`src/rtl/seg_scan_mux.sv`:
```
// Time-multiplexes DIGITS pre-decoded 7-segment patterns onto one shared bus with dead time and a
// double-buffered load/ready handshake. Optional macro SEG_SCAN_BRIGHT_EN adds bright[2:0] duty trim.
module seg_scan_mux #(
  parameter int         DIGITS  = 2,
  parameter int         DWELL   = 50000,
  parameter int         DEAD    = 16,
  parameter logic [6:0] SEG_OFF = 7'h7F
) (
  input  logic                  clk,
  input  logic                  reset_n,
  input  logic                  en,
`ifdef SEG_SCAN_BRIGHT_EN
  input  logic [2:0]            bright,
`endif
  input  logic [7*DIGITS-1:0]   d_in,
  input  logic                  d_load,
  output logic                  d_ready,
  output logic [6:0]            seg_out,
  output logic [DIGITS-1:0]     dig_sel,
  output logic                  frame_tick
);

  // state   | meaning
  // S_IDLE  | en low, bus blanked, index and counter held at 0
  // S_DEAD  | blanking gap of DEAD clocks before each digit
  // S_DRIVE | active[idx] on the bus with its one-hot select for DWELL clocks

  localparam int CNT_MAX = (DWELL > DEAD) ? DWELL : DEAD;
  localparam int CW      = (CNT_MAX > 1) ? $clog2(CNT_MAX) : 1;
  localparam int IW      = (DIGITS > 1) ? $clog2(DIGITS) : 1;

  localparam logic [CW-1:0] DEAD_TC  = CW'(DEAD - 1);
  localparam logic [CW-1:0] DWELL_TC = CW'(DWELL - 1);
  localparam logic [IW-1:0] LAST_IDX = IW'(DIGITS - 1);

  typedef enum logic [1:0] {S_IDLE, S_DEAD, S_DRIVE} state_t;

  state_t                state, state_nx;
  logic [CW-1:0]         cnt, cnt_nx;
  logic [IW-1:0]         idx, idx_nx;
  logic [6:0]            seg_nx;
  logic [DIGITS-1:0]     sel_nx;
  logic                  tick_nx;
  logic                  lit;

  logic [7*DIGITS-1:0]   act_buf, act_nx, pend_buf, pend_nx;
  logic                  pend_full, pend_full_nx;
  logic                  accept, boundary;

`ifdef SEG_SCAN_BRIGHT_EN
  localparam int OW = CW + 1;
  logic [OW-1:0]         on_len, on_len_nx;
`endif

  assign d_ready = ~pend_full;
  assign accept  = d_load & ~pend_full;

  // Leaving IDLE counts as a frame boundary so data loaded while idle shows on the first frame.
  // The regular boundary is the frame_tick cycle, which is always a blanked DEAD cycle.
  assign boundary = frame_tick | ((state == S_IDLE) & en);

  always_comb begin
    act_nx       = act_buf;
    pend_nx      = pend_buf;
    pend_full_nx = pend_full;
    if (boundary && pend_full) begin
      act_nx       = pend_buf;
      pend_full_nx = 1'b0;
    end else if (boundary && accept) begin
      act_nx = d_in;
    end else if (accept) begin
      pend_nx      = d_in;
      pend_full_nx = 1'b1;
    end
  end

  always_comb begin
    state_nx = state;
    cnt_nx   = cnt;
    idx_nx   = idx;
    tick_nx  = 1'b0;
    seg_nx   = SEG_OFF;
    sel_nx   = '0;
    lit      = 1'b1;
`ifdef SEG_SCAN_BRIGHT_EN
    on_len_nx = on_len;
`endif
    if (!en) begin
      state_nx = S_IDLE;
      cnt_nx   = '0;
      idx_nx   = '0;
    end else begin
      case (state)
        S_IDLE: begin
          state_nx = S_DEAD;
          cnt_nx   = '0;
          idx_nx   = '0;
        end
        S_DEAD: begin
          if (cnt == DEAD_TC) begin
            state_nx = S_DRIVE;
            cnt_nx   = '0;
`ifdef SEG_SCAN_BRIGHT_EN
            on_len_nx = OW'(((int'(bright) + 1) * DWELL) / 8);
`endif
          end else begin
            cnt_nx = cnt + 1'b1;
          end
        end
        S_DRIVE: begin
          if (cnt == DWELL_TC) begin
            state_nx = S_DEAD;
            cnt_nx   = '0;
            if (idx == LAST_IDX) begin
              idx_nx  = '0;
              tick_nx = 1'b1;
            end else begin
              idx_nx = idx + 1'b1;
            end
          end else begin
            cnt_nx = cnt + 1'b1;
          end
        end
        default: begin
          state_nx = S_IDLE;
          cnt_nx   = '0;
          idx_nx   = '0;
        end
      endcase
    end

`ifdef SEG_SCAN_BRIGHT_EN
    lit = ({1'b0, cnt_nx} < on_len_nx);
`endif

    // Read from act_nx so a transfer on the edge entering DRIVE (DEAD=1) is already visible.
    if (state_nx == S_DRIVE) begin
      for (int k = 0; k < DIGITS; k++) begin
        if (idx_nx == IW'(k)) begin
          seg_nx    = act_nx[7*k +: 7];
          sel_nx[k] = lit;
        end
      end
    end
  end

  always_ff @(posedge clk or negedge reset_n) begin
    if (!reset_n) begin
      state      <= S_IDLE;
      cnt        <= '0;
      idx        <= '0;
      seg_out    <= SEG_OFF;
      dig_sel    <= '0;
      frame_tick <= 1'b0;
    end else begin
      state      <= state_nx;
      cnt        <= cnt_nx;
      idx        <= idx_nx;
      seg_out    <= seg_nx;
      dig_sel    <= sel_nx;
      frame_tick <= tick_nx;
    end
  end

  always_ff @(posedge clk or negedge reset_n) begin
    if (!reset_n) begin
      act_buf   <= {DIGITS{SEG_OFF}};
      pend_buf  <= {DIGITS{SEG_OFF}};
      pend_full <= 1'b0;
    end else begin
      act_buf   <= act_nx;
      pend_buf  <= pend_nx;
      pend_full <= pend_full_nx;
    end
  end

`ifdef SEG_SCAN_BRIGHT_EN
  always_ff @(posedge clk or negedge reset_n) begin
    if (!reset_n) on_len <= '0;
    else          on_len <= on_len_nx;
  end
`endif

endmodule

```
`config.mk`:
```
export PLATFORM = sky130hd
export DESIGN_NAME = seg_scan_mux
export DESIGN_NICKNAME = d
export VERILOG_FILES = /design/src/rtl/seg_scan_mux.sv
export SDC_FILE = /design/constraint.sdc
export NUM_CORES = 1
export LEC_CHECK = 0
export BUFFER_PORTS_ARGS = -buffer_cell sky130_fd_sc_hd__buf_2
export CORE_MARGIN = 2
export CORE_UTILIZATION = 63
export DETAILED_ROUTE_END_ITERATION = 8
export GPL_TIMING_DRIVEN = 0
export PLACE_DENSITY = 0.84
export SLEW_MARGIN = 20
export SYNTH_ARGS = -nofsm -noshare
export SYNTH_HDL_FRONTEND = slang
export SYNTH_SLANG_ARGS = --single-unit
```
`constraint.sdc`:
```
create_clock -name clk -period 3.6 [get_ports clk]
set_clock_uncertainty 0.1 [all_clocks]
set_input_delay 0.9 -clock clk [delete_from_list [all_inputs] [get_ports clk]]
set_output_delay 0.9 -clock clk [all_outputs]
set_load 0.1 [all_outputs]
```
==> summary.md <==
| Metric | Value |
|---|---|
| Layout cell share with drive strength beyond 1 | 36.54% |
| CTS tree | yes |
| Pin count of the biggest net entering global routing | 59 |
| Power Dens Cells | 599.2 nW/µm² |
| Synthesis warning total | 0 |
| Synthesized instance count | 268 |
| RD Place Congestion | 0.8366 |
| Storage cell area | 1495 µm² |
| Routed Antenna Nets | 0 |
| Slew Viols, Final | 0 |
| Worst slew pin tran | 696.4 ps |
| Setup bufs post-CTS | 0 |
| Floorplan row count | 24 |
| Cell Area, Synth | 2904 µm² |
| Core area | 4384 µm² |
| DR WL/cell | 16.26 µm |
| Largest family of logic cells by synthesized area | simple AND/OR/NAND/NOR gates |
| Root Buffer | clkbuf_8 |
| Vias in the first global route | 2,177 |
| Worst skew pair latency | 330 ps |
| Grt ovf | 0 |
| Clock Path Buffers | 2 |
| Area fraction of the dominant cell type after synthesis | 31.67% |
| Fin area | 3387 µm² |
| Fill cells | 287 |
| # IOs | 29 |
| Required time of the critical path | 3740 ps |
| Area Overhead vs Synth | 16.63% |
| Asr flop ratio synth | 100.0% |
| Post-synthesis adder-cell area fraction | 2.585% |
| Final net count | 331 |
| Chip Height | 71.90 µm |
| XOR/XNOR Fraction of Synth Area | 4.222% |
| CTS Buf Count | 9 |
| Inserted Diodes | 0 |
| Worst EP arrival | 2870 ps |
| TritonCTS Sinks | 58 |
| Startpoint Class | flip-flop |
| HPWL after DPL | 3.931 mm |
| Critical path type | flip-flop to flip-flop |
| First-pass GRT wire length | 10.18 mm |
| Slew headroom | 53.57% |
| Crit share post-route | 75.82% |
| Multi-input logic area | 1294 µm² |
| Dominant cell type by area after synthesis | dfstp_2 |
| # setup viols final | 0 |
| Syn_nets | 292 |
| Post-DP Area | 3112 µm² |
| Sum Neg Setup Slack | 0 ps |
| Highest Clock Rate | 366.3 MHz |
| GRT Resource Usage Total | 25.97% |
| Flops & latches, synth | 58 |
| Final worst slack | 870.3 ps |
| CP Capture Type | flip-flop |
| Total number of vias | 2,128 |
| Netlist cell types | 43 |
| Max Cap Viol | 0 |
| RSZ-0062 raised after global routing | no |
| Maximum vdd ir drop | 0.0004229 V |
| Run status | complete, no violations |
| Die X | 71.90 µm |
| Complex-gate fraction of the synthesized area | 10.77% |
| P_leak | 1.434 nW |
| Total power | 0.002030 W |
| DR DRC count | 0 |
| Hold Buf Count CTS | 0 |
| EDFF count, synth | 0 |
| Die Area | 5169 µm² |
| Tmin final | 2730 ps |
| Mux cell area share after synthesis | 7.841% |
| Total wire length | 5.919 mm |
| Pre-CTS setup slack | 962.4 ps |
| Via density | 5.846 |
| Worst reg-to-reg setup slack | 870 ps |
| Drt pass-1 iters | 5 |
| Clk pin slew, worst setup/hold paths | 60 ps |
| Initial antenna violation count | 0 |
| HP Class | flip-flop to flip-flop |
| Simple-gate area share of the yosys netlist | 19.13% |
| DRT iter0 DRCs | 165 |
| Initial core utilization | 66.24% |
| H-tree depth | 3 |
| Seq/Total Area, Yosys | 51.49% |
| Post-CTS sizing | 0 |
| Dominant cells by area after synthesis | dfstp_2, dfrtp_1, mux2_2 |
| CP Max Fanout | 10 |
| Avg Cell Area, Syn | 10.84 µm² |
| Port bufs | 28 |
| Ys flop type | dfstp_2 |
| Final Hold Fails | 0 |
-- layout by cell type (no fill, tap or decap), types with 2 or more instances in the layout --
cell type | netlist | layout
buf_2 | 5 | 32
bufinv_16 | 0 | 2
clkbuf_16 | 0 | 2
mux2_2 | 14 | 14
ha_1 | 6 | 6
nand3_1 | 16 | 16
buf_4 | 2 | 3
nand2_1 | 12 | 12
xnor2_1 | 6 | 6
o22ai_1 | 7 | 7
clkbuf_8 | 0 | 12
and3_1 | 3 | 3
nor3_1 | 3 | 3
nor2_1 | 27 | 27
dfstp_2 | 35 | 35
a21oi_1 | 16 | 16
mux2i_1 | 7 | 7
dfrtp_1 | 23 | 23
o211ai_1 | 7 | 7
a221oi_1 | 7 | 7
clkbuf_1 | 4 | 4
a211oi_2 | 2 | 2
nand4_1 | 3 | 3
nand2b_1 | 23 | 23
inv_1 | 12 | 12
xor2_1 | 8 | 8
-- where the power goes --
group	internal, W	switching (W)
combinational	0.000141	0.000186
clock	0.000531	0.000254
sequential	0.000852	0.0000655
total	0.00152	0.000506
-- through the flow --
stage / util, % / std cells / hold slack [ps]
finish: 77.25 / 364 / 395.4
global route: 77.25 / 364 / 426.6
floorplan: - / 268 / 354.7
CTS: 77.25 / 364 / 394.8
global placement: 70.92 / 348 / 373.2
detailed placement: 70.98 / 348 / 385.9
-- state kept, by name, indices dropped and copies added (netlist names) --
signal,flops
cnt,16
act_buf,14
pend_buf,14
seg_out,7
dig_sel,2
state,2
frame_tick,1
idx,1
pend_full,1
-- cell families after synthesis --
group                    Yosys count
AO/OA/AOI/OAI                     44
XOR/XNOR                          14
adder cells (fa/ha/maj)            6
buffers and inverters             25
flip-flops                        58
multiplexers                      21
AND/OR/NAND/NOR                  100
-- final cells by class --
class | count | area share (%)
well taps | 52 | 1.921
multi-input cells | 185 | 38.20
inverters | 13 | 1.441
clock inverters | 2 | 1.773
plain buffers | 12 | 1.958
clock buffers | 14 | 6.354
repair buffers | 28 | 4.211
flip-flops and latches | 58 | 44.14
-- critical path, stage by stage, from the launching register on --
cell,delay (ps)
dfrtp_1,410
ha_1,240
and3_1,150
buf_2,150
nand3_1,70
nor3_1,50
ha_1,270
a22oi_1,70
nor2_1,410
clkbuf_1,440
nand2_1,120
o211ai_1,150
-- final timing paths --
kind                          from    endpoint  cells after the start
max reg2reg                 cnt[0]  seg_out[6]                     11
max in group asynchronous  reset_n      cnt[2]                      1
max                         cnt[0]  seg_out[6]                     11
min in group asynchronous  reset_n      cnt[1]                      1
min reg2reg                 cnt[0]      cnt[0]                      1
min                         cnt[0]      cnt[0]                      1
-- Yosys cell counts, types with 2 or more instances --
library cell,n
dfstp_2,35
nand2b_1,23
nand3_1,16
dfrtp_1,23
o211ai_1,7
ha_1,6
nor2_1,27
a211oi_2,2
xor2_1,8
inv_1,12
a221oi_1,7
mux2_2,14
nand4_1,3
a21oi_1,16
buf_2,5
mux2i_1,7
clkbuf_1,4
xnor2_1,6
nor3_1,3
buf_4,2
nand2_1,12
o22ai_1,7
and3_1,3
-- routing by layer --
metal | GRT usage [%] | wire, µm | up-vias
met2 | 37.04 | 2812 | 70
met5 | 0 | 0 | -
li1 | - | - | 1019
met3 | 7.500 | 322 | 5
met4 | 10.90 | 41 | 0
met1 | 37.49 | 2743 | 1034
No activity file was read; power rests on OpenSTA's default activity.
